==> src/rtl/serial_subtractor_if.sv <==
// Operand/result bundle for serial_subtractor: the start/busy/done handshake plus operands and results.
// The master modport drives the request side; the slave modport is the subtractor itself.
interface serial_subtractor_if #(
    parameter int WIDTH = 4
);
    logic             i_start;
    logic [WIDTH-1:0] i_a;
    logic [WIDTH-1:0] i_b;
    logic             i_bin;
    logic             o_busy;
    logic             o_done;
    logic [WIDTH-1:0] o_diff;
    logic             o_bout;
    logic             o_overflow;

    modport master (
        output i_start, i_a, i_b, i_bin,
        input  o_busy, o_done, o_diff, o_bout, o_overflow
    );

    modport slave (
        input  i_start, i_a, i_b, i_bin,
        output o_busy, o_done, o_diff, o_bout, o_overflow
    );
endinterface

==> src/rtl/serial_subtractor.sv <==
// Bit-serial two's-complement subtractor: Diff = A - B - Bin, LSB first, one full-adder cell per clock.
// Define SERIAL_SUB_OVERFLOW_EN to register signed overflow; otherwise o_overflow is tied to 0.
module serial_subtractor #(
    parameter int WIDTH = 4
) (
    input  logic                clk,
    input  logic                rst,
    serial_subtractor_if.slave  bus
);
    localparam int CNT_W = $clog2(WIDTH) + 1;
    localparam logic [CNT_W-1:0] LAST_IDX = CNT_W'(WIDTH - 1);

    typedef enum logic [1:0] {
        S_IDLE = 2'd0,
        S_RUN  = 2'd1,
        S_DONE = 2'd2
    } state_t;

    state_t           r_state;
    state_t           w_next_state;
    logic             w_load;
    logic             w_last;
    logic             w_sum;
    logic             w_cout;
    logic [WIDTH-1:0] w_diff_next;

    logic [WIDTH-1:0] r_a;
    logic [WIDTH-1:0] r_b;
    logic [WIDTH-1:0] r_diff_sh;
    logic [CNT_W-1:0] r_cnt;
    logic             r_carry;
    logic [WIDTH-1:0] r_diff;
    logic             r_bout;

    // Subtraction as A + ~B + ~Bin: the carry chain starts at ~Bin and the B bit is inverted.
    assign w_sum       = r_a[0] ^ ~r_b[0] ^ r_carry;
    assign w_cout      = (r_a[0] & ~r_b[0]) | (r_a[0] & r_carry) | (~r_b[0] & r_carry);
    assign w_diff_next = {w_sum, r_diff_sh[WIDTH-1:1]};
    assign w_last      = (r_cnt == LAST_IDX);

    always_ff @(posedge clk or posedge rst) begin
        if (rst) begin
            r_state <= S_IDLE;
        end else begin
            r_state <= w_next_state;
        end
    end

    // NOTE: every output of this block is given a default first so no path can infer a latch.
    always_comb begin
        w_next_state = r_state;
        w_load       = 1'b0;
        unique case (r_state)
            S_IDLE, S_DONE: begin
                if (bus.i_start) begin
                    w_load       = 1'b1;
                    w_next_state = S_RUN;
                end else begin
                    w_next_state = S_IDLE;
                end
            end
            S_RUN: begin
                if (w_last) begin
                    w_next_state = S_DONE;
                end
            end
            default: w_next_state = S_IDLE;
        endcase
    end

    // NOTE: state is updated with non-blocking assignments so every flop samples pre-edge values.
    always_ff @(posedge clk or posedge rst) begin
        if (rst) begin
            r_a       <= '0;
            r_b       <= '0;
            r_diff_sh <= '0;
            r_cnt     <= '0;
            r_carry   <= 1'b0;
            r_diff    <= '0;
            r_bout    <= 1'b0;
        end else if (w_load) begin
            r_a     <= bus.i_a;
            r_b     <= bus.i_b;
            r_cnt   <= '0;
            r_carry <= ~bus.i_bin;
        end else if (r_state == S_RUN) begin
            r_a       <= r_a >> 1;
            r_b       <= r_b >> 1;
            r_diff_sh <= w_diff_next;
            r_carry   <= w_cout;
            r_cnt     <= r_cnt + CNT_W'(1);
            if (w_last) begin
                r_diff <= w_diff_next;
                r_bout <= ~w_cout;
            end
        end
    end

`ifdef SERIAL_SUB_OVERFLOW_EN
    logic r_overflow;

    // On the last RUN step r_carry is the carry into the MSB.
    always_ff @(posedge clk or posedge rst) begin
        if (rst) begin
            r_overflow <= 1'b0;
        end else if (!w_load && r_state == S_RUN && w_last) begin
            r_overflow <= r_carry ^ w_cout;
        end
    end

    assign bus.o_overflow = r_overflow;
`else
    assign bus.o_overflow = 1'b0;
`endif

    assign bus.o_busy = (r_state == S_RUN);
    assign bus.o_done = (r_state == S_DONE);
    assign bus.o_diff = r_diff;
    assign bus.o_bout = r_bout;
endmodule
==> src/flat_wrapper.sv <==
// flat-port wrapper written by rule: the top's interface ports become plain ports
module serial_subtractor_flat 
#(
    parameter int WIDTH = 4
)
  (clk, rst, bus_i_start, bus_i_a, bus_i_b, bus_i_bin, bus_o_busy, bus_o_done, bus_o_diff, bus_o_bout, bus_o_overflow);
  serial_subtractor_if #(.WIDTH(WIDTH)) bus_i ();
  input  logic clk;
  input  logic rst;
  input wire logic [$bits(bus_i.i_start)-1:0] bus_i_start;
  input wire logic [$bits(bus_i.i_a)-1:0] bus_i_a;
  input wire logic [$bits(bus_i.i_b)-1:0] bus_i_b;
  input wire logic [$bits(bus_i.i_bin)-1:0] bus_i_bin;
  output wire logic [$bits(bus_i.o_busy)-1:0] bus_o_busy;
  output wire logic [$bits(bus_i.o_done)-1:0] bus_o_done;
  output wire logic [$bits(bus_i.o_diff)-1:0] bus_o_diff;
  output wire logic [$bits(bus_i.o_bout)-1:0] bus_o_bout;
  output wire logic [$bits(bus_i.o_overflow)-1:0] bus_o_overflow;
  assign bus_i.i_start = bus_i_start;
  assign bus_i.i_a = bus_i_a;
  assign bus_i.i_b = bus_i_b;
  assign bus_i.i_bin = bus_i_bin;
  assign bus_o_busy = bus_i.o_busy;
  assign bus_o_done = bus_i.o_done;
  assign bus_o_diff = bus_i.o_diff;
  assign bus_o_bout = bus_i.o_bout;
  assign bus_o_overflow = bus_i.o_overflow;
  serial_subtractor #(.WIDTH(WIDTH)) u_core (.clk(clk), .rst(rst), .bus(bus_i));
endmodule
==> config.mk <==
export PLATFORM = sky130hd
export DESIGN_NAME = serial_subtractor_flat
export DESIGN_NICKNAME = d
export VERILOG_FILES = /design/src/rtl/serial_subtractor_if.sv /design/src/rtl/serial_subtractor.sv /design/src/flat_wrapper.sv
export SDC_FILE = /design/constraint.sdc
export NUM_CORES = 1
export LEC_CHECK = 0
export CAP_MARGIN = 5
export CELL_PAD_IN_SITES_DETAIL_PLACEMENT = 1
export CELL_PAD_IN_SITES_GLOBAL_PLACEMENT = 1
export CORE_MARGIN = 5
export CORE_UTILIZATION = 39
export DETAILED_ROUTE_END_ITERATION = 8
export GPL_TIMING_DRIVEN = 0
export PLACE_DENSITY_LB_ADDON = 0.1
export SLEW_MARGIN = 20
export SYNTH_ARGS = -nofsm -noshare
export SYNTH_HDL_FRONTEND = slang
export SYNTH_SLANG_ARGS = --single-unit
==> constraint.sdc <==
create_clock -name clk -period 1.93 [get_ports clk]
set_input_delay 0.386 -clock clk [delete_from_list [all_inputs] [get_ports clk]]
set_output_delay 0.386 -clock clk [all_outputs]
set_load 0.03 [all_outputs]
==> results of run 1 <==
-- cells in the mapped netlist (all sizes together), types with 3 or more instances --
library cell / n / area (um2)
nor2: 6 / 30.03
nand2: 12 / 45.04
inv: 5 / 31.28
nand2b: 4 / 25.02
dfrtp: 22 / 550.5
mux2: 5 / 56.30
a21oi: 3 / 15.01
o22ai: 5 / 31.28
nor3: 5 / 25.02
nor2b: 5 / 31.28
o21ai: 5 / 25.02
buf: 5 / 46.29
-- worst max-delay path, cell delays in order, from the launching register on --
cell and delay (ps):
sky130_fd_sc_hd__dfrtp_1 390, sky130_fd_sc_hd__buf_6 140, sky130_fd_sc_hd__nand2b_1 150, sky130_fd_sc_hd__buf_6 160, sky130_fd_sc_hd__inv_12 80, sky130_fd_sc_hd__buf_2 190
-- registers in the layout, summed over array words and instances (netlist names) --
name               count
u_core.r_a             4
u_core.bus.o_diff      4
u_core.bus.o_bout      1
u_core.r_diff_sh       3
u_core.r_cnt           3
u_core.r_b             4
u_core.r_carry         1
u_core.r_state         2
-- cell usage in the layout (no fill, tap or decap), types with 4 or more instances in the layout --
cell | Yosys | layout
sky130_fd_sc_hd__nor2_1 | 5 | 5
sky130_fd_sc_hd__o22ai_1 | 5 | 5
sky130_fd_sc_hd__dfrtp_1 | 22 | 22
sky130_fd_sc_hd__nand2b_1 | 4 | 4
sky130_fd_sc_hd__clkdlybuf4s50_1 | 0 | 16
sky130_fd_sc_hd__inv_1 | 4 | 4
sky130_fd_sc_hd__mux2_1 | 4 | 4
sky130_fd_sc_hd__nor2b_1 | 5 | 5
sky130_fd_sc_hd__nor3_1 | 5 | 5
sky130_fd_sc_hd__o21ai_0 | 5 | 5
sky130_fd_sc_hd__nand2_1 | 12 | 12
-- layout make-up --
cell class | instances | area share
clock buffer | 4 | 0.02807
tap | 30 | 0.02904
timing repair buffer | 18 | 0.1317
sequential | 22 | 0.4259
inverter | 5 | 0.02420
multi-input combinational | 63 | 0.3253
buffer | 5 | 0.03582
-- worst max path at each step --
stage                            end  slack, ps  cells after the start
after global placement    bus_o_busy        -10                      5
after global routing      bus_o_busy         50                      5
after detailed placement  bus_o_busy         -8                      5
after floorplan           bus_o_done        500                      2
after CTS                 bus_o_done         30                      3
final                     bus_o_busy        120                      5
-- where the power goes --
| group | switching, uW | internal, uW | total, uW |
|---|---|---|---|
| sequential | 139 | 681 | 821 |
| combinational | 612 | 490 | 1100 |
| clock | 134 | 115 | 249 |
| total | 885 | 1290 | 2170 |
-- per-stage QoR --
step                      power [uW]    util  worst slack, ps
final                           2171  0.5124            119.9
after CTS                       2216  0.5139            29.67
after global routing            2360  0.5124            51.25
after floorplan                 1615       -            500.4
after detailed placement        1968  0.5020           -7.844
after global placement          1922  0.5020           -12.84
-- kinds of logic (layout without fill, tap and decap cells) --
kind of cell,Yosys count,in the layout,synth area share
buffers and inverters,10,32,0.07398
other,1,1,0.003577
AND/OR/NAND/NOR,34,34,0.1742
adder cells (fa/ha/maj),3,3,0.04296
XOR/XNOR,1,1,0.008355
AO/OA/AOI/OAI,17,17,0.09905
flip-flops,22,22,0.5251
multiplexers,7,7,0.07279
-- metal layers --
metal | vias up | GRT usage
li1 | 363 | -
met1 | 354 | 0.1609
met2 | 14 | 0.2302
met3 | 2 | 0.03512
met4 | 0 | 0.04545
met5 | - | 0
-- what timing repair did --
action,CTS,global route
gates resized for setup,6,2
gates cloned,0,0
hold endpoints to repair,0,0
setup endpoints to repair,2,1
buffers inserted,0,0
==> out/results.txt, run 1 <==
Pin placement for this block handled 20 I/O pins. The maximum fanout along the worst path was 10. Die span in y: 61.85 um. For the number of levels in the clock H-tree, the log shows 1.

Tracing the worst setup path back leads to its startpoint at u_core.r_state[1]$_DFFE_PP0P_. The first global-routing pass estimated 3.684 mm of wire. After routing, the total negative slack on setup checks comes to 0 ps. The width of the chip is 61.85 um, and the standby leakage power is 0.0005909 uW. The row count was 18.

The fill cell instance count of the final layout was 301; the standard cell area after detailed placement was 1266 um2. Number of antenna violations at the first check in global routing: 0. The number of hold buffers added after CTS was 0. The endpoint arrival time on the critical path is 1420 ps, and the number of detailed-route iterations in the first pass is 2. The logs give 0 for the number of max-slew violations in the final report and 2522 um2 for the placeable core region.

Counting cells, the worst reg-to-reg path comes to 4. The cell area after synthesis is 1049 um2, and the part of the cycle the worst path needs is 0.9379. The DRC marker count from the first detailed-route iteration came out at 13. The highest layer touched by signal routing is met4. TritonCTS built the clock tree.

For this block, wires on met1 add up to 972 um. At the worst endpoint, the required time is 1540 ps. Number of synthesized flops with an enable pin: 0.

For the worst IR drop on VDD, the log shows 843.5 uV. The maximum count of clock buffers along a single path is 2. The worst min-delay path startpoint was u_core.r_diff_sh[1]$_DFFE_PP0P_.

Category of the worst setup path capture point: an output port. The pin count of the biggest net entering global routing was 23; the total instance count after detailed placement was 143. Static timing analysis puts the maximum clock frequency at 552.4 MHz.

Synthesis handed over a netlist of 95 instances. The total area of multi-input combinational cells was 420.4 um2. The run gives 133 as the layout net count. The worst setup path is launched from a flip-flop. The startpoint identified for the worst register-to-register timing path is u_core.r_cnt[0]$_DFFE_PP0P_. The run gives 0 as the leftover overflow at the end of global routing. The total count of hold-check failures in the final report was 0; the average instance area after synthesis was 11.04 um2.

The detail route stage leaves a number of antenna-violating nets equal to 0. The async set or reset register ratio after synthesis is 1.000. Along the worst hold path, the cell count comes to 2. Relative to the synthesized area, the layout overhead comes to 23.27%. After legalization and detailed placement, the total HPWL measured 1.553 mm. After clock tree synthesis, the clock-pin slew on the worst setup and hold paths is 120 ps. The minimum clock period is 1810 ps.

The count of buffers added on input and output ports is 18. Mean number of vias per cell: 4.986. The final routed wire length divided by cell count was 14.69 um. Setup repair after global routing left no endpoint under its margin. The met2 layer wire length in the routed design is 1.059 mm.

The via total after detailed routing was 733; the slew at the pin with the worst max-slew slack was 835.3 ps. The finished layout holds 147 standard cells, fillers aside. After detailed routing, the met3 layer carries 103 um of wire.

For the sequential element share of the synthesized area, the log shows 0.5251. For this design the ratio of total power to cell area is 1679 nW/um2. The flow ran to the end, and the final reports show no timing, DRC or antenna violations. The post-route standard cell area excluding fillers was 1292 um2. The die area was 3825 um2; the antenna cell count was 0. The worst relative slew slack came out at 0.4425. The run gives 809 as the via count of the first global-routing pass. The tree is rooted in a sky130_fd_sc_hd__clkbuf_4. The logs give 492.3 ps for the tightest hold margin and 0 for the count of maximum capacitance violations.

The logs give 0.1335 for the total track usage and 110 for the net count after synthesis. For the number of buffers added by the clock tree synthesis step, the log shows 3. The clock net in this run drives a total of 22 sinks. Setup violations remaining at the end of the flow were counted as 0.

The sequential cells in the finished layout cover a total of 550.5 um2. The synthesized design contains 22 register bits. The clock reaches the later pin of the worst-skew pair after 300 ps. The kind of path behind the tightest hold check was flip-flop to flip-flop.

In this run the critical register-to-register path is captured at u_core.bus.o_diff[0]$_DFFE_PP0P_. Category of the critical setup timing path: flip-flop to output port. Counting distinct cell types in the post-synthesis netlist gives 27. Wires add up to 2.160 mm. The layout cell share with drive strength beyond 1 is 0.1282, and the post-route DRC violation count is 0. Setup slack on the worst reg-to-reg path comes out at 490 ps. The routability congestion estimate was 0.6886.

For this run, the leading register cell type out of synthesis is sky130_fd_sc_hd__dfrtp_1. The logs give 0 for the count of yosys warnings during synthesis and 4.505 ps for the final clock skew. The sink of the worst hold path was u_core.r_diff_sh[1]$_DFFE_PP0P_. The tools report the initial core utilization as 0.4157.
No activity file was read; power rests on OpenSTA's default activity.
==> run 2: changes to the inputs <==
--- a/config.mk
+++ b/config.mk
@@ -11,8 +11,10 @@
 export CORE_MARGIN = 5
 export CORE_UTILIZATION = 39
 export DETAILED_ROUTE_END_ITERATION = 8
+export GPL_ROUTABILITY_DRIVEN = 0
 export GPL_TIMING_DRIVEN = 0
 export PLACE_DENSITY_LB_ADDON = 0.1
+export SETUP_SLACK_MARGIN = 0.5
 export SLEW_MARGIN = 20
 export SYNTH_ARGS = -nofsm -noshare
 export SYNTH_HDL_FRONTEND = slang
==> run 2 against run 1 <==
Against the previous run:
- sequential power hardly changed
- hold slack better by 2.2 ps
- worst setup slack improved by 200 ps
- global-route usage increased by 0.60 points
- design area is 8.5% higher
- non-clock buffer count rose by 10
- die area unchanged
- utilization up 4.4 points
- clock power barely moved
- combinational power grew 18%
- critical endpoint unchanged
- highest routed layer unchanged
==> out/results.txt, run 2 (synthesis results as in run 1) <==
The minimum clock period is 1609 ps (-201.3 ps). For the HPWL reported at the end of detailed placement, the log shows 1.553 mm (unchanged). The run gives 2.330 mm (+7.9%) as the total wire length after detailed routing.

The standby leakage power came out at 0.0006513 uW (+10%). Walking the worst path, the cells encountered are buf_6 > nand2b_4 > buf_6 > inv_12 > buf_8. Final core area utilization: 0.5561 (+0.04365). The top achievable clock speed was 621.6 MHz (+13%).

The run finished with clean final reports. The via count of the first global-routing pass was 842 (+4.1%). The number of buffers added by the clock tree synthesis step came out at 3 (unchanged). The startpoint of the worst setup timing path is u_core.r_state[1]$_DFFE_PP0P_. The port buffer count was 18 (unchanged); the biggest cell delay along the critical path was 390 ps (about the same). The endpoint of the most critical setup path was bus_o_busy.

The run gives 0.4402 (-0.002315) as the worst relative slew slack. The clock edge transition at the registers on the reported setup and hold paths is 120 ps (about the same), and the count of maximum capacitance violations is 0 (unchanged). The clock latency on the worst-skew pair is 300 ps (about the same), and the die span in y is 61.85 um (unchanged).

The post-route DRC violation count came out at 0 (unchanged). The tools report the total power of the final layout as 2366 uW (+9.0%). The initial core utilization was 0.4157 (unchanged). The cell type with the highest occurrence count on the critical path was sky130_fd_sc_hd__buf_6. The maximum fanout along the worst path came out at 2 (-8). The row count was 18 (unchanged). The tools report the total track usage as 0.1395 (+0.006009). The number of max-slew violations in the final report was 0 (unchanged). From synthesis to final layout, the design area changed by 33.77%. Leading cell type in the layout, fill and taps excluded: sky130_fd_sc_hd__dfrtp_1. The final routed wire length divided by cell count was 14.84 um (+1.0%); the final-report setup violation count was 0 (unchanged).

The cell area power density came out at 1687 nW/um2 (+0.43%). The tree is rooted in a sky130_fd_sc_hd__clkbuf_4. Cell with the biggest individual delay on the critical path: sky130_fd_sc_hd__dfrtp_1. The number of detailed-route iterations in the first pass is 2 (unchanged).

Final clock skew: 1.424 ps (-3.080 ps). The number of levels in the clock H-tree was 1 (unchanged); the TritonCTS sink count was 22 (unchanged). The layout cell share with drive strength beyond 1 is 0.2598 (+0.1316), and the leftover overflow at the end of global routing is 0 (unchanged). The slew at the pin with the worst max-slew slack was 838.7 ps (+3.468 ps); the register-to-register path setup slack was 560 ps (+70 ps). The run gives 1220 ps (-200 ps) as the endpoint arrival time on the critical path. The worst setup path is launched from a flip-flop.

The required time of the critical path is 1540 ps (about the same). In this run the critical register-to-register path is captured at u_core.bus.o_diff[3]$_DFFE_PP0P_. The cell depth of the worst flop-to-flop path was 4 (unchanged). Start of the worst register-to-register path: u_core.r_cnt[0]$_DFFE_PP0P_. The logs give 23 (unchanged) for the pin count of the biggest net entering global routing and 143 (+7.5%) for the layout net count. For the die area, the log shows 3825 um2 (unchanged).

TritonCTS built the clock tree. The antenna cell count was 0 (unchanged); the width of the chip was 61.85 um (unchanged). The tools report the fill cell instance count of the final layout as 298 (-1.0%). Setup repair after global routing could not meet its margin everywhere.

For the worst IR drop on VDD, the log shows 943.2 uV (+12%). The mean number of vias per cell was 4.981 (-0.11%); the total of hold buffers inserted after clock tree synthesis was 0 (unchanged). Post-route antenna net violation count: 0 (unchanged).

The path class of the tightest hold or removal check is flip-flop to flip-flop. The category of the worst setup path capture point is an output port. The count of boundary I/O pins was 20 (unchanged). The logs give 2522 um2 (unchanged) for the placeable core region and 0 (unchanged) for the total count of hold-check failures in the final report. Via total after detailed routing: 782 (+6.7%). The maximum count of clock buffers along a single path is 2 (unchanged). The run gives 3.815 mm (+3.6%) as the first-pass GRT wire length. Leaving out fill and tap cells, the most frequent cells in the layout are 21 x sky130_fd_sc_hd__dfrtp_1, 12 x sky130_fd_sc_hd__nand2_1, 12 x sky130_fd_sc_hd__buf_4, 10 x sky130_fd_sc_hd__clkdlybuf4s50_1. The DRC marker count from the first detailed-route iteration was 19 (+6). The part of the cycle the worst path needs is 0.8336 (-0.1043). The number of antenna violations at the first check in global routing is 0 (unchanged). The critical path in this run is classified as flip-flop to output port.
-- run 2: cell types whose count changed in the layout (fill, tap and decap cells not counted), moves of 2 or more --
| cell | change |
|---|---|
| sky130_fd_sc_hd__clkdlybuf4s50_1 | -6 |
| sky130_fd_sc_hd__buf_2 | -2 |
| sky130_fd_sc_hd__buf_4 | +11 |
| sky130_fd_sc_hd__clkdlybuf4s15_2 | +5 |
-- run 2: power by group --
group / internal (uW) / switching, uW / leakage [uW] / total, uW
sequential: 684 / 135 / 0.000268 / 819
clock: 115 / 135 / 0.0000210 / 250
combinational: 633 / 663 / 0.000362 / 1300
total: 1430 / 934 / 0.000651 / 2370
-- run 2: how the worst min path moves through the flow --
stage | from | to | slack, ps | depth (start not counted)
final | u_core.r_diff_sh[1]$_DFFE_PP0P_ | u_core.r_diff_sh[1]$_DFFE_PP0P_ | 490 | 2
after global routing | u_core.bus.o_diff[1]$_DFFE_PP0P_ | u_core.bus.o_diff[1]$_DFFE_PP0P_ | 530 | 1
after CTS | u_core.r_diff_sh[1]$_DFFE_PP0P_ | u_core.r_diff_sh[1]$_DFFE_PP0P_ | 500 | 2
after detailed placement | u_core.r_diff_sh[1]$_DFFE_PP0P_ | u_core.r_diff_sh[1]$_DFFE_PP0P_ | 470 | 2
after global placement | u_core.r_diff_sh[1]$_DFFE_PP0P_ | u_core.r_diff_sh[1]$_DFFE_PP0P_ | 460 | 2
after floorplan | rst | u_core.bus.o_bout$_DFFE_PP0P_ | 380 | 1
-- run 2: critical path, delay by kind of cell (launching register included) --
| kind | cells | cell delay, ps |
|---|---|---|
| buf+inv | 4 | 410 |
| flops | 1 | 390 |
| simple gates | 1 | 130 |
-- run 2: cell type report --
| cell class | instances | area [um2] | share of cell area |
|---|---|---|---|
| timing repair buffer | 28 | 262.8 | 0.1873 |
| tap | 30 | 37.54 | 0.02676 |
| clock buffer | 4 | 36.28 | 0.02587 |
| buffer | 5 | 52.55 | 0.03747 |
| inverter | 5 | 31.28 | 0.02230 |
| sequential | 22 | 551.8 | 0.3934 |
| multi-input combinational | 63 | 430.4 | 0.3069 |
-- run 2: per-stage QoR --
| step | std cells | setup TNS (ps) | cell area [um2] | hold WS, ps | setup slack [ps] |
|---|---|---|---|---|---|
| 6_report | 157 | 0 | 1403 | 494.5 | 321.2 |
| 2_1_floorplan | 95 | 0 | 1049 | 375.2 | 500.4 |
| 4_1_cts | 155 | 0 | 1381 | 500.8 | 297.8 |
| 3_3_place_gp | 143 | -12.84 | 1266 | 455.9 | -12.84 |
| 3_5_place_dp | 143 | -7.844 | 1266 | 470.1 | -7.844 |
| 5_1_grt | 157 | 0 | 1403 | 534.3 | 271.1 |
-- run 2: repair_timing --
action / CTS / global route
pin swaps: 1 / 1
resized for setup: 33 / 2
setup endpoints to repair: 13 / 6
setup buffers: 8 / 2
endpoints found under the hold margin: 0 / 0
-- run 2: layer usage --
metal	global-route usage	share of wire	vias to the layer above
met4	0.04545	0.010	0
li1	-	-	381
met5	0	0	-
met1	0.1660	0.44	385
met3	0.03512	0.045	2
met2	0.2451	0.50	14
==> run 3: changes to the inputs <==
==> constraint.sdc (replaced) <==
create_clock -name clk -period 1.5 [get_ports clk]
set_input_delay 0.3 -clock clk [delete_from_list [all_inputs] [get_ports clk]]
set_output_delay 0.3 -clock clk [all_outputs]
set_load 0.03 [all_outputs]
==> run 3 against run 2 <==
Against the previous run:
- non-clock buffer count increased by 13
- first-iteration DRC count increased by 89%
- die area unchanged
- combinational power increased by 110%
- the flow now finishes with violations (negative setup slack)
- critical path type unchanged
- sequential cell count unchanged
- sequential share of layout area decreased by 7.7 points
- utilization increased by 14 points
- register-to-register slack got worse by 480 ps
- global-route usage increased by 1.8 points
- routed wire length increased by 48%
- count of clock-buffer cells in the layout unchanged
==> out/results.txt, run 3 (synthesis results as in run 1) <==
The standby leakage power is 0.0007937 uW (+22%). Category of the worst setup path capture point: an output port. Among the stages of the critical path, the cell type that occurs most often is sky130_fd_sc_hd__buf_6. For the initial core utilization, the log shows 0.4157 (unchanged). The root buffer cell was sky130_fd_sc_hd__clkbuf_4.

The first-pass GRT wire length was 4.284 mm (+12%). The number of buffers and inverters on the critical path was 4 (unchanged). The required time of the critical path was 1200 ps (-340 ps); the via total after detailed routing was 903 (+15%). The count of maximum capacitance violations was 0 (unchanged); the top achievable clock speed was 647.7 MHz. The run gives 1.961 mm (+67%) as the met2 layer wire length in the routed design. The logs give 0 (unchanged) for the antenna cell count and 0 (unchanged) for the post-route DRC violation count.

Biggest cell delay along the critical path: 400 ps (about the same). The smallest clock period supported by the final layout is computed as 1544 ps. The part of the cycle the worst path needs was 1.029; the met1 routed wirelength after detailed routing was 1.374 mm (+34%). The run gives 0 (unchanged) as the number of max-slew violations in the final report.

For the total power of the final layout, the log shows 4228 uW (+79%). Setup slack of the critical path after layout: -43.85 ps (-365.1 ps). Kind of start point of the critical path: a flip-flop.

The DRC marker count from the first detailed-route iteration came out at 36 (+17). Walking the worst path, the cells encountered are buf_6 > nand2b_4 > buf_6 > inv_12 > buf_8. TritonCTS built the clock tree.

The logs give 1.672 mm (+7.6%) for the HPWL reported at the end of detailed placement and 0 (unchanged) for the leftover overflow at the end of global routing. The highest layer used for signal routing was met4. The total of hold buffers inserted after clock tree synthesis is 0 (unchanged), and the layout cell share with drive strength beyond 1 is 0.5429 (+0.2830). Final-report setup violation count: 2 (+2). The cell area power density came out at 2424 nW/um2 (+44%). The layout net count was 156 (+9.1%). The post-route antenna net violation count is 0 (unchanged), and the placement-stage worst setup slack is -388.9 ps (-381.0 ps).

Die span in y: 61.85 um (unchanged). The fill cell instance count of the final layout is 242 (-19%). The kind of path behind the tightest hold check is input port to asynchronous set/reset pin. The relative area change from synthesis to final layout is 66.35%, and the total count of hold-check failures in the final report is 0 (unchanged). The library cell used most frequently in the layout, excluding fill and tap cells, is sky130_fd_sc_hd__dfrtp_1.

Setup repair after global routing could not meet its margin everywhere. The mean number of vias per cell works out to 5.312 (+6.6%). For the die area, the log shows 3825 um2 (unchanged).

For the placeable core region, the log shows 2522 um2 (unchanged). The total track usage came out at 0.1574 (+0.01793). The endpoint arrival time on the critical path was 1240 ps (+20 ps); the count of boundary I/O pins was 20 (unchanged). The tools report the total wire length after detailed routing as 3.448 mm (+48%). Critical path's top delay family: buffers and inverters. Cell with the biggest individual delay on the critical path: sky130_fd_sc_hd__dfrtp_1. The run finished, with violations left. Pin count of the biggest net entering global routing: 23 (unchanged).

The checks that failed: negative setup slack. The logs give 2 (unchanged) for the number of detailed-route iterations in the first pass and 18 (unchanged) for the row count. The standard cell area after detailed placement is 1311 um2 (+3.6%), and the TritonCTS sink count is 22 (unchanged). The tools report the worst IR drop on VDD as 1906 uV (+100%). The logs give 0 (unchanged) for the number of antenna violations at the first check in global routing and -78.70 ps (-78.70 ps) for the summed negative setup slack over all endpoints. For the number of levels in the clock H-tree, the log shows 1 (unchanged). The post-route standard cell area excluding fillers came out at 1744 um2 (+24%). The via count of the first global-routing pass was 918 (+9.0%); the maximum fanout along the worst path was 2 (unchanged).

The width of the chip is 61.85 um (unchanged), and the met3 layer wire length in the routed design is 89 um (-14%). Final routed wire length divided by cell count: 20.28 um (+37%). For the clock latency on the worst-skew pair, the log shows 310 ps (about the same). The library cells used most frequently in the layout, excluding fill and tap cells, are 21 x sky130_fd_sc_hd__dfrtp_1, 16 x sky130_fd_sc_hd__buf_6, 16 x sky130_fd_sc_hd__buf_4, 10 x sky130_fd_sc_hd__clkdlybuf4s50_1, 6 x sky130_fd_sc_hd__nand2_1. The clock edge transition at the registers on the reported setup and hold paths was 130 ps (about the same). For the maximum count of clock buffers along a single path, the log shows 2 (unchanged).

The category of the critical setup timing path is flip-flop to output port. The final clock skew is 1.970 ps (+0.5454 ps). The number of buffers added by the clock tree synthesis step is 3 (unchanged), and the port buffer count is 18 (unchanged).
-- run 3: final cells by class --
| class | count | area [um2] | share of cell area |
|---|---|---|---|
| repair buffers | 41 | 415.4 | 0.2382 |
| clock buffers | 4 | 36.28 | 0.02080 |
| inverters | 5 | 35.03 | 0.02009 |
| flip-flops and latches | 22 | 551.8 | 0.3164 |
| well taps | 30 | 37.54 | 0.02152 |
| plain buffers | 5 | 48.80 | 0.02798 |
| multi-input cells | 63 | 619.3 | 0.3551 |
-- run 3: worst register-to-register path, stage by stage, from the launching register on --
cell,delay (ps)
sky130_fd_sc_hd__dfrtp_1,400
sky130_fd_sc_hd__buf_6,120
sky130_fd_sc_hd__buf_4,130
sky130_fd_sc_hd__buf_6,110
sky130_fd_sc_hd__buf_6,120
sky130_fd_sc_hd__mux2_4,290
sky130_fd_sc_hd__nand2_1,70
sky130_fd_sc_hd__o21ai_1,60
-- run 3: what timing repair did --
action                     4_1_cts  5_1_grt
gates resized for setup         69       34
setup buffers                   14        9
setup endpoints to repair       51       29
pin swaps                        3        5
-- run 3: report_power, final --
group | switching, uW | internal, uW | leakage [uW] | total, uW
clock network | 191 | 148 | 0.0000210 | 339
logic | 1240 | 1450 | 0.000505 | 2690
registers | 320 | 880 | 0.000268 | 1200
-- run 3: path summary, 6_finish.rpt --
| check | endpoint | slack [ps] | startpoint | cells after the start |
|---|---|---|---|---|
| min reg2reg | u_core.r_diff_sh[1]$_DFFE_PP0P_ | 550 | u_core.r_diff_sh[1]$_DFFE_PP0P_ | 2 |
| max | bus_o_busy | -40 | u_core.r_state[1]$_DFFE_PP0P_ | 5 |
| min | u_core.r_carry$_DFFE_PP0P_ | 350 | rst | 2 |
| min in group clk | u_core.r_diff_sh[1]$_DFFE_PP0P_ | 550 | u_core.r_diff_sh[1]$_DFFE_PP0P_ | 2 |
| max in group asynchronous | u_core.r_state[0]$_DFFE_PP0P_ | 840 | rst | 2 |
| max reg2reg | u_core.r_cnt[1]$_DFFE_PP0P_ | 80 | u_core.r_state[1]$_DFFE_PP0P_ | 7 |
-- run 3: metal layers --
layer,GRT usage,up-vias
met4,0.02727,0
met3,0.04339,4
met5,0,-
met1,0.1826,474
li1,-,407
met2,0.2915,18
-- run 3: through the flow --
step	cells	util	hold slack [ps]
2_1_floorplan	95	-	289.2
3_3_place_gp	143	0.5198	460.1
3_5_place_dp	143	0.5198	481.4
4_1_cts	161	0.6017	370.9
5_1_grt	170	0.6915	371.8
6_report	170	0.6915	345.9
